[config.mk]
export PLATFORM = sky130hd
export DESIGN_NAME = au_arbiter
export DESIGN_NICKNAME = d
export VERILOG_FILES = /design/src/rtl/au_pkg.sv /design/src/rtl/au.sv /design/src/rtl/au_arbiter.sv
export SDC_FILE = /design/constraint.sdc
export NUM_CORES = 1
export LEC_CHECK = 0
export CAP_MARGIN = 10
export CELL_PAD_IN_SITES_DETAIL_PLACEMENT = 0
export CELL_PAD_IN_SITES_GLOBAL_PLACEMENT = 1
export CORE_MARGIN = 1.5
export CORE_UTILIZATION = 27
export CTS_BUF_LIST = sky130_fd_sc_hd__clkbuf_8
export CTS_CLUSTER_DIAMETER = 100
export CTS_CLUSTER_SIZE = 40
export DETAILED_ROUTE_END_ITERATION = 8
export HOLD_SLACK_MARGIN = 0.12
export PLACE_DENSITY_LB_ADDON = 0.12
export REMOVE_ABC_BUFFERS = 1
export SYNTH_ARGS = -nofsm -noshare
export SYNTH_HDL_FRONTEND = slang
export SYNTH_HIERARCHICAL = 1
export SYNTH_SLANG_ARGS = --single-unit
[constraint.sdc]
create_clock -name clk -period 3.6 [get_ports clk]
set_input_delay 0.36 -clock clk [delete_from_list [all_inputs] [get_ports clk]]
set_output_delay 0.36 -clock clk [all_outputs]
set_load 0.03 [all_outputs]
[src/rtl/au_pkg.sv]
// Shared definitions for the add/subtract/compare unit and its arbiter.
package au_pkg;
    localparam int AU_WIDTH = 32;

    localparam logic AU_ADD = 1'b0;
    localparam logic AU_SUB = 1'b1;

    typedef struct packed {
        logic [AU_WIDTH-1:0] out;
        logic                ult;
        logic                slt;
    } au_result_t;
endpackage

[src/rtl/au.sv]
// Combinational add/subtract unit with unsigned and signed less-than compares.
module au
    import au_pkg::*;
#(
    parameter int WIDTH = 32
) (
    input  logic [WIDTH-1:0] ra_i,
    input  logic [WIDTH-1:0] rb_i,
    input  logic             mode_i,
    output logic [WIDTH-1:0] out_o,
    output logic             ult_o,
    output logic             slt_o
);
    logic signed [WIDTH-1:0] sra;
    logic signed [WIDTH-1:0] srb;

    assign sra = ra_i;
    assign srb = rb_i;

    assign out_o = (mode_i == AU_SUB) ? (ra_i - rb_i) : (ra_i + rb_i);

    // Compares come from the operands directly, so overflow of the difference cannot corrupt them.
    assign ult_o = (ra_i < rb_i);
    assign slt_o = (sra < srb);
endmodule

[src/rtl/au_arbiter.sv]
// Round-robin arbiter sharing one au instance between NREQ requesters,
// with a single registered, ID-tagged response slot.
module au_arbiter
    import au_pkg::*;
#(
    parameter int WIDTH = 32,
    parameter int NREQ  = 2,
    parameter int IDW   = (NREQ > 1) ? $clog2(NREQ) : 1
) (
    input  logic                  clk,
    input  logic                  rst_n,
    input  logic [NREQ-1:0]       req_valid,
    output logic [NREQ-1:0]       req_ready,
    input  logic [NREQ*WIDTH-1:0] req_ra,
    input  logic [NREQ*WIDTH-1:0] req_rb,
    input  logic [NREQ-1:0]       req_mode,
    output logic                  rsp_valid,
    input  logic                  rsp_ready,
    output logic [IDW-1:0]        rsp_id,
    output logic [WIDTH-1:0]      rsp_out,
    output logic                  rsp_ult,
    output logic                  rsp_slt
);
    // Returns {found, index} of the first valid requester at or after ptr, wrapping.
    function automatic logic [IDW:0] rr_pick(input logic [NREQ-1:0] valid,
                                             input logic [IDW-1:0]  ptr);
        logic [IDW:0] res;
        int           idx;
        res = '0;
        for (int k = NREQ - 1; k >= 0; k--) begin
            idx = int'(ptr) + k;
            if (idx >= NREQ) idx = idx - NREQ;
            if (valid[idx]) res = {1'b1, IDW'(idx)};
        end
        return res;
    endfunction

    logic [IDW-1:0]   ptr_q, ptr_d;
    logic             rsp_valid_q, rsp_valid_d;
    logic [IDW-1:0]   rsp_id_q, rsp_id_d;
    logic [WIDTH-1:0] rsp_out_q, rsp_out_d;
    logic             rsp_ult_q, rsp_ult_d;
    logic             rsp_slt_q, rsp_slt_d;

    logic [IDW:0]     pick;
    logic             grant_vld;
    logic [IDW-1:0]   win_id;
    logic             slot_free;
    logic             accept;

    logic [WIDTH-1:0] win_ra;
    logic [WIDTH-1:0] win_rb;
    logic             win_mode;
    logic [WIDTH-1:0] au_out;
    logic             au_ult;
    logic             au_slt;

    assign pick      = rr_pick(req_valid, ptr_q);
    assign grant_vld = pick[IDW];
    assign win_id    = pick[IDW-1:0];
    assign slot_free = !rsp_valid_q || rsp_ready;
    assign accept    = grant_vld && slot_free && rst_n;

    always_comb begin
        req_ready = '0;
        if (accept) req_ready[win_id] = 1'b1;
    end

    assign win_ra   = req_ra[int'(win_id)*WIDTH +: WIDTH];
    assign win_rb   = req_rb[int'(win_id)*WIDTH +: WIDTH];
    assign win_mode = req_mode[win_id];

    au #(
        .WIDTH (WIDTH)
    ) u_au (
        .ra_i   (win_ra),
        .rb_i   (win_rb),
        .mode_i (win_mode),
        .out_o  (au_out),
        .ult_o  (au_ult),
        .slt_o  (au_slt)
    );

    always_comb begin
        ptr_d       = ptr_q;
        rsp_valid_d = rsp_valid_q;
        rsp_id_d    = rsp_id_q;
        rsp_out_d   = rsp_out_q;
        rsp_ult_d   = rsp_ult_q;
        rsp_slt_d   = rsp_slt_q;
        if (accept) begin
            ptr_d       = (win_id == IDW'(NREQ - 1)) ? '0 : win_id + IDW'(1);
            rsp_valid_d = 1'b1;
            rsp_id_d    = win_id;
            rsp_out_d   = au_out;
            // The au compare flags are meaningless for an add and must not be captured.
            rsp_ult_d   = (win_mode == AU_SUB) && au_ult;
            rsp_slt_d   = (win_mode == AU_SUB) && au_slt;
        end else if (rsp_ready) begin
            rsp_valid_d = 1'b0;
        end
    end

    always_ff @(posedge clk or negedge rst_n) begin
        if (!rst_n) begin
            ptr_q       <= '0;
            rsp_valid_q <= 1'b0;
            rsp_id_q    <= '0;
            rsp_out_q   <= '0;
            rsp_ult_q   <= 1'b0;
            rsp_slt_q   <= 1'b0;
        end else begin
            ptr_q       <= ptr_d;
            rsp_valid_q <= rsp_valid_d;
            rsp_id_q    <= rsp_id_d;
            rsp_out_q   <= rsp_out_d;
            rsp_ult_q   <= rsp_ult_d;
            rsp_slt_q   <= rsp_slt_d;
        end
    end

    assign rsp_valid = rsp_valid_q;
    assign rsp_id    = rsp_id_q;
    assign rsp_out   = rsp_out_q;
    assign rsp_ult   = rsp_ult_q;
    assign rsp_slt   = rsp_slt_q;
endmodule

## Word-level counts from Yosys, hierarchy flattened

Index checks and enable logic that the tools add are counted.

| storage, ports and cells | value |
|---|---|
| output and inout bits | 38 |
| flip-flop bits (word level) | 37 |
| input bits | 135 |
| logic and storage cells | 49 |

| operators by class | value |
|---|---|
| reduce and logical (&&, ||, !) cells | 8 |
| multiplexer cells | 19 |
| shift operators | 2 |
| add/subtract/negate cells | 6 |
| $lt $le $gt $ge | 8 |

Operator list:

| cell | number |
|---|---|
| indexed part select 64 x 7 -> 32 bit | 2 |
| two-way mux 32 bit | 3 |
| less-than comparator 32 x 3 -> 1 bit (second input constant) | 2 |
| less-than comparator 32 bit | 2 |
| adder 32 bit | 1 |
| subtractor 32 bit | 1 |
| two-way mux 1 bit | 12 |
| two-way mux 2 bit | 3 |
| logical AND 1 bit | 5 |
| subtractor 1 x 2 -> 3 bit (second input constant) | 1 |
| subtractor 2 x 2 -> 3 bit (second input constant) | 1 |
| adder 1 x 1 -> 2 bit (second input constant) | 1 |
| >= comparator 1 x 2 -> 1 bit (second input constant) | 1 |
| >= comparator 2 bit (second input constant) | 1 |
| less-than comparator 1 x 2 -> 1 bit (second input constant) | 1 |
| nonzero test 2 bit | 1 |
| adder 1 bit (second input constant) | 1 |
| demux 1 bit (select 1 bit) | 1 |
| >= comparator 1 bit (second input constant) | 1 |
| logical NOT 1 bit | 1 |
| logical OR 1 bit | 1 |

## Longest topological paths before layout

| depth | value |
|---|---|
| depth after elaboration | 13 |
| mapped depth | 18 |
| depth with buffers taken out | 16 |

## Cells and area by module

The synthesis kept the hierarchy.

By module, submodules not included:

| module | sequential area each (um^2) | cells each | instances | area an instance (um^2) |
|---|---|---|---|---|
| au | 0.0 | 548 | 1 | 3606.0 |
| au_arbiter | 925.9 | 232 | 1 | 2213.4 |

## Least setup slack after synthesis

Ideal clock, no wire load.

| path | value |
|---|---|
| path kind | flip-flop to flip-flop |
| from | reg ptr_q |
| to | reg rsp_out_q[31], in the netlist rsp_out[31] |
| required time | 3483 ps |
| cell stages (with the launch flop) | 16 |
| arrival time | 3539 ps |
| path buffers | 2 |
| slack | -55 ps |
| clock period less this slack | 3655 ps |
| cells stage by stage | dfrtp_1 > o21ai_2 > buf_2 > mux2_2 > ha_1 > buf_6 > or4_4 > a2111oi_4 > o31ai_2 > a311oi_4 > o2111ai_1 > a21oi_2 > o221ai_2 > xor2_1 > nand2_1 > nand2_1 |

| between the ends | value |
|---|---|
| cells in the longest elaborated chain, start to end | 11 |
| elaborated cells on any way between the ends | 24 |

RTL lines:

| what | line | RTL |
|---|---|---|
| start: declaration | au_arbiter.sv:38 | `logic [IDW-1:0] ptr_q, ptr_d;` |
| start signal: assignment | au_arbiter.sv:113 | `ptr_q <= ptr_d;` |
| adder 1 x 1 -> 2 bit | au_arbiter.sv:31 | `idx = int'(ptr) + k;` |
| subtractor 2 x 2 -> 3 bit or >= comparator 2 bit (tied branches) | au_arbiter.sv:32 | `if (idx >= NREQ) idx = idx - NREQ;` |
| two-way mux 32 bit | au_arbiter.sv:32 |  |
| two-way mux 1 bit (not written as such) (3 in a row) | au_arbiter.sv:33 | `if (valid[idx]) res = {1'b1, IDW'(idx)};` |
| two-way mux 2 bit | au_arbiter.sv:33 |  |
| two-way mux 2 bit * | au_arbiter.sv:33 |  |
| indexed part select 64 x 7 -> 32 bit * | au_arbiter.sv:69 | `assign win_ra = req_ra[int'(win_id)*WIDTH +: WIDTH];` |
| net win_ra[7] | au_arbiter.sv:51 | `logic [WIDTH-1:0] win_ra;` |
| adder 32 bit or subtractor 32 bit (tied branches) | au.sv:20 | `assign out_o = (mode_i == AU_SUB) ? (ra_i - rb_i) : (ra_i + rb_i);` |
| two-way mux 32 bit * | au.sv:20 |  |
| net au_out[31] | au_arbiter.sv:54 | `logic [WIDTH-1:0] au_out;` |
| end signal: assignment | au_arbiter.sv:116 | `rsp_out_q <= rsp_out_d;` |
| end: declaration | au_arbiter.sv:41 | `logic [WIDTH-1:0] rsp_out_q, rsp_out_d;` |

Mark *: on every way through the listed nets, which the timed path passes. The rest lies on a longest branch. The select of a mux whose other input is x is not followed.
A chain may end at the register's enable or synchronous reset.

## Worst setup path after layout

| path | value |
|---|---|
| from | reg ptr_q |
| to | reg rsp_out_q[29], in the netlist rsp_out[29] |

Same word-level chain as after synthesis.

==> impl_metrics.ini <==
[run_status]
status = finished, violations left
violations = setup timing

[worst_setup_path]
endpoint = rsp_out[29]
reg2reg_setup_slack_ns = -0.12
r2r-end = rsp_out[29]
cp.arrival_ns = 3.91
crit_start = ptr_q
worstPathRequired_ns = 3.80
rr_startpoint = ptr_q
worst_setup_path_end_kind = flip-flop
rr_worst_depth = 16
cp_max_fo = 7
start_kind = flip-flop
critPathKind = flip-flop to flip-flop

[place]
portBuffers = 172
place_ws_ns = -0.752
post_dp_cell_area_sq_um = 9250
gp_congestion = 0.861
dpl.hpwl_um = 17500

[cts]
clock_latency_ns = 0.30
hold_buffers = 0
cts.reportedPaths.clkPinSlew_ns = 0.09
cts_buffers = 5
cts.sinks = 37
cts_max_path_buffers = 2
cts_root_buf = clkbuf_8
htreeDepth = 2
cts_tree = yes

[sta]
grt_setup_unrepaired = yes
fmax_mhz = 269
fin_ws_ns = -0.117
setup_violations = 4
worstMarginPinSlew_ns = 0.528
timing.final.crit_period_ns = 3.72
period_share_pct = 103
report.final.slew_viol_count = 0
hold_slack_ns = 0.146
finClkSkew_ns = 0.00210
hold_violations = 0
relSlewSlack_pct = 64.5

[die]
io-pin-count = 173
start_util_pct = 27.6
die_w_um = 150
num_rows = 53
core_sq_um = 21100
die_y_um = 150
dieArea_sq_um = 22400

[grt]
grt_usage_pct = 19.4
grt_pass1_vias = 6849
grt_max_degree = 38
antenna_found_initial = 0
grt_pass1_wl_um = 34800
grt_overflow = 0

[detailed_routing]
wl_per_cell_um = 15.7
routed_wl_um = 22300
drcViolationCount = 0
vias_per_cell = 4.84
dr.pass1.iters = 4
vias = 6863
drt_iter0_markers = 224
final_antenna_net_count = 0

[final_layout]
fillCellCount = 2152
final_nets = 1343
fin_util_pct = 48.8
fin_area_sq_um = 10300
final_cell_mix = 215 x buf_4, 169 x clkdlybuf4s50_1, 142 x nand2_1, 54 x inv_1, 50 x a21oi_1
syn2layout_area_growth_pct = 77.0
final_common_cell = buf_4
layout-drive-gt1-share_pct = 33.7
multiInputGateArea_sq_um = 5150
num_antenna_cells = 0
regArea_sq_um = 926

[power]
comb_power_share_pct = 76.2
leakage_uw = 0.00466
switchingPower_uw = 1800
p_int_uw = 2190
p_sw_share_pct = 45.2
power.density_nw_per_um2 = 388
vdd_drop_max_uv = 213
p_seq_share_pct = 16.0
clockPowerShare_pct = 7.8

[yosys]
syn_inst = 780
yosysSeqAreaShare_pct = 15.9
synth_top_area_share_pct = 15.9
synth_edf_count = 0
syn_area_per_cell_sq_um = 7.46
synth_area_leaders = dfrtp_1 16%, ha_1 14%, nand2_1 9.2%, mux2_2 7.0%, mux2_1 5.4%
synth_cell_types = 71
synth_ff_type = dfrtp_1
yosys_warnings = 6
synth_area_sq_um = 5820
post-synth-top-area-cell = dfrtp_1
synth-seq-cells = 37
async_reset_ff_share_pct = 100

[min_path]
hp-class = input port to async pin

[run]
maxCapViolCount = 0
registers in the layout, summed over array words and instances, names as in the netlist:
register	cells
rsp_id	1
rsp_out	32
rsp_slt	1
ptr_q	1
rsp_ult	1
rsp_valid	1
repair_timing:
item,4_1_cts,5_1_grt
cloned,3,0
resized for setup,81,82
endpoints found under the setup margin,22,21
setup buffers,8,11
pin swaps,17,34
cell usage after synthesis, types with 4 or more instances:
cell type and count:
nand2_1 143, ha_1 63, inv_1 63, a21oi_1 62, nor2_1 44, dfrtp_1 37
mux2_2 36, o21ai_0 36, mux2_1 28, clkbuf_1 21, xnor2_1 21, a21o_1 14
buf_2 14, nand3_1 14, a211oi_1 11, nor4_1 10, o21bai_1 10, o31ai_1 10
nor2b_1 9, nor3_1 9, xor2_1 9, o211ai_1 8, a31oi_1 7, nand2b_1 7
nand4_1 7, buf_6 5, o21ai_1 5, nor3b_1 4, o2111ai_1 4, o21a_1 4
power groups by stage:
stage	Sequential [uW]	Clock [uW]	Combinational, uW
2_1_floorplan	906	0	1130
3_3_place_gp	649	0	2720
3_5_place_dp	649	0	2720
4_1_cts	642	330	2890
5_1_grt	656	341	3300
6_report	639	311	3040
layout make-up:
type                            count  area share (%)
Clock buffer                        5           0.668
Clock inverter                      3           0.170
Inverter                           64            2.36
Multi-Input combinational cell    636            50.0
Sequential cell                    37            8.99
Tap cell                          275            3.34
Timing Repair Buffer              399            34.4
worst max-delay path: stages (launching register included):
cell and delay, ns:
dfrtp_1 0.42, o21ai_4 0.16, buf_12 0.17, buf_12 0.15
mux2_4 0.32, ha_4 0.24, or3_4 0.42, a2111oi_4 0.40
o31ai_4 0.15, a311oi_4 0.31, buf_4 0.18, o2111ai_2 0.12
a21boi_1 0.17, o211ai_1 0.11, xor2_1 0.17, nand2_1 0.06
nand2_1 0.05
logic make-up (layout without fill, tap and decap cells):
logic type / Yosys count / in the layout / synth area share (%)
compound gates: 207 / 207 / 23.9
xor+xnor: 30 / 30 / 4.52
fa+ha+maj: 65 / 65 / 14.2
buf+inv: 107 / 471 / 7.91
flops: 37 / 37 / 15.9
mux: 66 / 66 / 12.7
simple gates: 268 / 268 / 20.8
stage by stage:
stage	std cells	TNS (ns)	total power, uW
finish	1419	-0.239	3990
detailed placement	1391	-13.42	3370
CTS	1410	-0.0872	3860
global route	1419	-1.89	4300
global placement	1391	-12.73	3370
floorplan	737	-35.29	2040
worst min path at each step:
| stage | end | start | cells past startpoint | slack [ns] |
|---|---|---|---|---|
| floorplan | ptr_q | rst_n | 0 | 0.06 |
| detailed placement | rsp_out[17] | rsp_out[17] | 2 | 0.46 |
| finish | rsp_out[2] | rst_n | 2 | 0.15 |
| CTS | rsp_out[2] | rst_n | 2 | 0.14 |
| global placement | rsp_out[22] | rsp_out[22] | 2 | 0.46 |
| global route | rsp_ult | rst_n | 2 | 0.17 |
per-layer routing:
metal / GRT usage [%] / share of wire [%] / routed length, um
met1: 26.6 / 49 / 10900
met2: 33.4 / 47 / 10400
met3: 2.20 / 3.6 / 809
met4: 2.40 / 0.99 / 221
met5: 0 / 0 / 0
Power figures use the tool's default switching activity.
